--- src/rtl/alu_pkg.sv ---
// Shared definitions for the ALU controller: unit codes, FSM state encoding
// and the helper that extracts the unit field from a command function code.
package alu_pkg;

  typedef enum logic [1:0] {
    UNIT_ARITH = 2'b00,
    UNIT_LOGIC = 2'b01,
    UNIT_CMP   = 2'b10,
    UNIT_SHIFT = 2'b11
  } unit_e;

  typedef enum logic [1:0] {
    ST_IDLE    = 2'b00,
    ST_ISSUE   = 2'b01,
    ST_CAPTURE = 2'b10,
    ST_RESP    = 2'b11
  } state_e;

  function automatic unit_e fun_unit(input logic [3:0] fun);
    return unit_e'(fun[3:2]);
  endfunction

endpackage

--- src/rtl/alu_fun_decoder.sv ---
// Turns a command function code into the one-hot unit enable, gated by the
// issue strobe so every enable stays low outside the issue cycle.
module alu_fun_decoder
  import alu_pkg::*;
(
  input  logic       issue,
  input  logic [3:0] fun,
  output logic       arith_en,
  output logic       logic_en,
  output logic       cmp_en,
  output logic       shift_en
);

  always_comb begin
    arith_en = 1'b0;
    logic_en = 1'b0;
    cmp_en   = 1'b0;
    shift_en = 1'b0;
    if (issue) begin
      unique case (fun_unit(fun))
        UNIT_ARITH: arith_en = 1'b1;
        UNIT_LOGIC: logic_en = 1'b1;
        UNIT_CMP:   cmp_en   = 1'b1;
        UNIT_SHIFT: shift_en = 1'b1;
      endcase
    end
  end

endmodule

--- src/rtl/alu_controller.sv ---
// Sequences one ALU command at a time: accept, pulse one unit enable, capture
// that unit's registered result, then hold the response until it is taken.
module alu_controller
  import alu_pkg::*;
#(
  parameter int DATA_WIDTH = 16,
  parameter int CNT_WIDTH  = 8
) (
  input  logic                  clk,
  input  logic                  rst,
  // Handshakes: a transfer happens on a rising edge where valid and ready are
  // both high; the controller never drops rsp_valid or changes rsp_* until
  // rsp_ready is seen, and cmd_ready is only offered in IDLE.
  input  logic                  cmd_valid,
  output logic                  cmd_ready,
  input  logic [DATA_WIDTH-1:0] cmd_in1,
  input  logic [DATA_WIDTH-1:0] cmd_in2,
  input  logic [3:0]            cmd_fun,
  output logic [DATA_WIDTH-1:0] in1,
  output logic [DATA_WIDTH-1:0] in2,
  output logic [1:0]            sub_fun,
  output logic                  arith_en,
  output logic                  logic_en,
  output logic                  cmp_en,
  output logic                  shift_en,
  input  logic [DATA_WIDTH-1:0] arith_out,
  input  logic [DATA_WIDTH-1:0] logic_out,
  input  logic [DATA_WIDTH-1:0] cmp_out,
  input  logic [DATA_WIDTH-1:0] shift_out,
  input  logic                  arith_flag,
  input  logic                  logic_flag,
  input  logic                  cmp_flag,
  input  logic                  shift_flag,
  output logic                  rsp_valid,
  input  logic                  rsp_ready,
  output logic [DATA_WIDTH-1:0] rsp_data,
  output logic                  rsp_flag,
  output logic [1:0]            rsp_unit,
  output logic [CNT_WIDTH-1:0]  op_count,
  output logic [1:0]            state_dbg
);

  state_e                state_q, state_d;
  logic [3:0]            fun_q;
  logic                  issue;
  logic [DATA_WIDTH-1:0] sel_data;
  logic                  sel_flag;

  always_ff @(posedge clk or negedge rst) begin
    if (!rst) state_q <= ST_IDLE;
    else      state_q <= state_d;
  end

  always_comb begin
    state_d = state_q;
    unique case (state_q)
      ST_IDLE:    if (cmd_valid) state_d = ST_ISSUE;
      ST_ISSUE:   state_d = ST_CAPTURE;
      ST_CAPTURE: state_d = ST_RESP;
      ST_RESP:    if (rsp_ready) state_d = ST_IDLE;
    endcase
  end

  always_comb begin
    cmd_ready = (state_q == ST_IDLE);
    issue     = (state_q == ST_ISSUE);
    rsp_valid = (state_q == ST_RESP);
  end

  assign state_dbg = state_q;
  assign sub_fun   = fun_q[1:0];

  alu_fun_decoder u_decoder (
    .issue    (issue),
    .fun      (fun_q),
    .arith_en (arith_en),
    .logic_en (logic_en),
    .cmp_en   (cmp_en),
    .shift_en (shift_en)
  );

  always_comb begin
    sel_data = arith_out;
    sel_flag = arith_flag;
    unique case (fun_unit(fun_q))
      UNIT_ARITH: begin sel_data = arith_out; sel_flag = arith_flag; end
      UNIT_LOGIC: begin sel_data = logic_out; sel_flag = logic_flag; end
      UNIT_CMP:   begin sel_data = cmp_out;   sel_flag = cmp_flag;   end
      UNIT_SHIFT: begin sel_data = shift_out; sel_flag = shift_flag; end
    endcase
  end

  // Operands stay on in1/in2/sub_fun from acceptance until the next one.
  always_ff @(posedge clk or negedge rst) begin
    if (!rst) begin
      in1      <= '0;
      in2      <= '0;
      fun_q    <= '0;
      rsp_data <= '0;
      rsp_flag <= 1'b0;
      rsp_unit <= '0;
      op_count <= '0;
    end else begin
      if (cmd_valid && cmd_ready) begin
        in1   <= cmd_in1;
        in2   <= cmd_in2;
        fun_q <= cmd_fun;
      end
      if (state_q == ST_CAPTURE) begin
        rsp_data <= sel_data;
        rsp_flag <= sel_flag;
        rsp_unit <= fun_q[3:2];
      end
      if (state_q == ST_RESP && rsp_ready) op_count <= op_count + CNT_WIDTH'(1);
    end
  end

endmodule

--- config.mk ---
export PLATFORM = sky130hd
export DESIGN_NAME = alu_controller
export DESIGN_NICKNAME = d
export VERILOG_FILES = /design/src/rtl/alu_pkg.sv /design/src/rtl/alu_fun_decoder.sv /design/src/rtl/alu_controller.sv
export SDC_FILE = /design/constraint.sdc
export NUM_CORES = 1
export LEC_CHECK = 0
export CAP_MARGIN = 20
export CORE_MARGIN = 1
export CORE_UTILIZATION = 41
export CTS_CLUSTER_SIZE = 16
export DETAILED_ROUTE_END_ITERATION = 12
export GPL_ROUTABILITY_DRIVEN = 0
export GPL_TIMING_DRIVEN = 0
export PLACE_DENSITY = 0.86
export SYNTH_ARGS = -nofsm -noshare
export SYNTH_HDL_FRONTEND = slang
export SYNTH_HIERARCHICAL = 1
export SYNTH_SLANG_ARGS = --single-unit
--- constraint.sdc ---
create_clock -name clk -period 2.7 [get_ports clk]
set_input_delay 0.27 -clock clk [delete_from_list [all_inputs] [get_ports clk]]
set_output_delay 0.27 -clock clk [all_outputs]
set_load 0.01 [all_outputs]
==> out/metrics.yaml <==
clock_tree:
  cts_hold_buf: 0
  cts_buffer_depth: 2
  cts_setup_buffers: 0
  cts_tree: "yes"
  path_clk_slew_ns: 0.07
  post_cts_resized: 0
  root_buffer: "clkbuf_8"
  htreeDepth: 3
  cts_made_buffers: 9
  clock-sinks: 65
  insertion_delay_ns: 0.34
logic_synthesis:
  ys_types: 25
  async_flop_share_pct: 100
  yosysWarnings: 6
  syn_avg_cell_area_sq_um: 16.5
  syn_area_sq_um: 3070
  netlist_top_cells_count: "dfrtp_1 (65), mux2_2 (49), mux4_1 (9)"
  syn_inst: 186
  ys.flop_type: "dfrtp_1"
  syn_nets: 300
  synth_top_cell_area_share_pct: 53.1
  synth_area_leaders: "dfrtp_1 (53%), mux2_2 (18%), mux4_1 (7.7%)"
  yosysTopAreaCell: "dfrtp_1"
  yosysMostFrequentCell: "dfrtp_1"
  seq_area_frac_synth_pct: 53.1
  synth-seq-cells: 65
  synth_edf_count: 0
worst_setup_path:
  required_ns: 2.43
  path_buf_inv: 2
  startpoint_type: "flip-flop"
  critPathLaunch: "state_dbg[1]"
  cpPeakStageDelay_ns: 0.57
  crit_slowest_cell: "clkdlybuf4s50_1"
  cp_max_fo: 5
  rr_startpoint: "state_dbg[0]"
  r2r_end: "in2[4]"
  endpoint: "shift_en"
  ff2ff_path_depth: 5
  path_delay_family: "buffers and inverters"
  path_cells: "inv_1 -> ha_1 -> and3_2 -> clkdlybuf4s50_1"
  worstSetupPathType: "reg -> out"
  regToRegSetupSlack_ns: 0.86
  cp_num_cells: 4
  critPathCaptureType: "output port"
  arrival_ns: 1.84
placed_design:
  place_inst: 461
  placed_area_sq_um: 4950
  dp_hpwl_microns: 5770
  port_buffers: 176
sta:
  hold_viol_final: 0
  finalSetupViolations: 0
  worst_pin_slew_ns: 0.832
  fin_skew_ns: 0.00905
  rsz0062_at_grt: "no"
  finalCritPeriodShare_pct: 78.1
  slew_headroom_pct: 44.5
  finalSetupTns_ns: 0
  period_minus_slack_ns: 2.11
  fmax_mhz: 474
  maxSlewViolCount: 0
worst_hold_path:
  hp-class: "in -> async"
routing:
  top_layer_used: "met4"
  drt_iter0_markers: 23
  wl_per_cell_microns: 15.6
  wl_met1_microns: 2650
  met2_length_microns: 3960
  drtAntennaViolNets: 0
  drcViolationCount: 0
  wl_microns: 7430
  wl_met3_microns: 640
  vias_per_cell: 4.89
  dr.pass1.iters: 4
  vias: 2328
global_routing:
  grtUsageTotal_pct: 19.4
  grt_overflow: 0
  grt_pass1_vias: 2409
  grt_pass1_wl_microns: 11100
  antenna_found_initial: 0
  grt_max_degree: 66
floorplanning:
  rows: 31
  die_y_microns: 88.5
  fp.dieArea_sq_um: 7830
  die_w_microns: 88.5
  core_area_sq_um: 7250
  ios: 177
  start_util_pct: 42.3
finish:
  syn2layout_area_growth_pct: 67.8
  diodes: 0
  n_fill_cell: 542
  layout.nets: 487
  drive_above_1_share_pct: 24.9
  fin_cells: 476
  fin_area_sq_um: 5140
power:
  leakage_nw: 2.14
  peakVddDrop_v: 0.000491
  power.total_w: 0.00545
  powerDensity_nw_per_um2: 1060
outcome:
  outcome: "complete, no violations"
flow_run:
  drv_cap: 0
[flip-flops by register name (all words and copies together), names as in the netlist]
register,cells
fun_q,4
in1,16
in2,16
op_count,8
rsp_data,16
rsp_flag,1
rsp_unit,2
state_dbg,2
[cells in the final DEF (no fill, tap or decap), types with 2 or more instances in the layout]
| cell type | count |
|---|---|
| ha_1 | 6 |
| mux4_1 | 9 |
| mux2_4 | 8 |
| nor2_1 | 3 |
| clkinv_2 | 2 |
| clkbuf_8 | 10 |
| clkdlybuf4s50_1 | 175 |
| inv_1 | 5 |
| nand2_1 | 4 |
| nand4_1 | 2 |
| dfrtp_1 | 65 |
| mux2_2 | 49 |
| mux4_2 | 8 |
| buf_2 | 6 |
| and3b_1 | 2 |
| buf_4 | 3 |
| xnor2_1 | 6 |
[through the flow]
step / worst slack, ns / util [%] / hold WS (ns)
floorplan: 0.991 / - / -0.0256
global placement: -0.778 / 68.3 / 0.459
detailed placement: 0.827 / 68.2 / 0.426
CTS: 0.574 / 70.9 / 0.0577
global route: 0.530 / 70.9 / 0.0814
finish: 0.591 / 70.9 / 0.0179
[cell families after synthesis]
group / synth area share (%)
AOI/OAI and AO/OA: 0.204
xor gates and xnor gates: 2.00
adders and majority gates: 2.45
buffers and inverters: 3.22
DFF: 53.1
muxes: 35.8
and+or+nand+nor: 3.22
[routing by layer]
layer	GRT usage (%)	vias to the layer above
met5	0	-
met4	8.36	0
met3	7.56	18
met2	35.6	105
met1	19.5	1142
li1	-	1063
[cell type report]
| cell class | count | area, sq um | share of cell area, % |
|---|---|---|---|
| Buffer | 11 | 80.1 | 1.56 |
| Clock buffer | 10 | 138 | 2.68 |
| Clock inverter | 5 | 56.3 | 1.09 |
| Inverter | 5 | 18.8 | 0.365 |
| Multi-Input combinational cell | 105 | 1340 | 26.1 |
| Sequential cell | 65 | 1630 | 31.6 |
| Tap cell | 99 | 124 | 2.41 |
| Timing Repair Buffer | 176 | 1760 | 34.2 |
[where the power goes]
part / switching, W / internal, W
Clock: 0.000370 / 0.000444
Sequential: 0.000281 / 0.00146
Combinational: 0.00103 / 0.00186
Total: 0.00168 / 0.00376
[worst min path at each step]
stage | to | slack (ns) | cells after the start
2_1_floorplan | fun_q[0] | -0.03 | 0
3_3_place_gp | op_count[7] | 0.46 | 1
3_5_place_dp | rsp_data[7] | 0.43 | 1
4_1_cts | rsp_data[7] | 0.06 | 1
5_1_grt | rsp_data[12] | 0.08 | 1
6_report | rsp_data[7] | 0.02 | 1
[worst reg2reg max path, stage by stage (launching register included)]
cell     delay (ns)
dfrtp_1        0.40
inv_1          0.10
ha_1           0.23
nand2_1        0.29
buf_2          0.33
mux2_2         0.37
No activity file was read; power rests on OpenSTA's default activity.
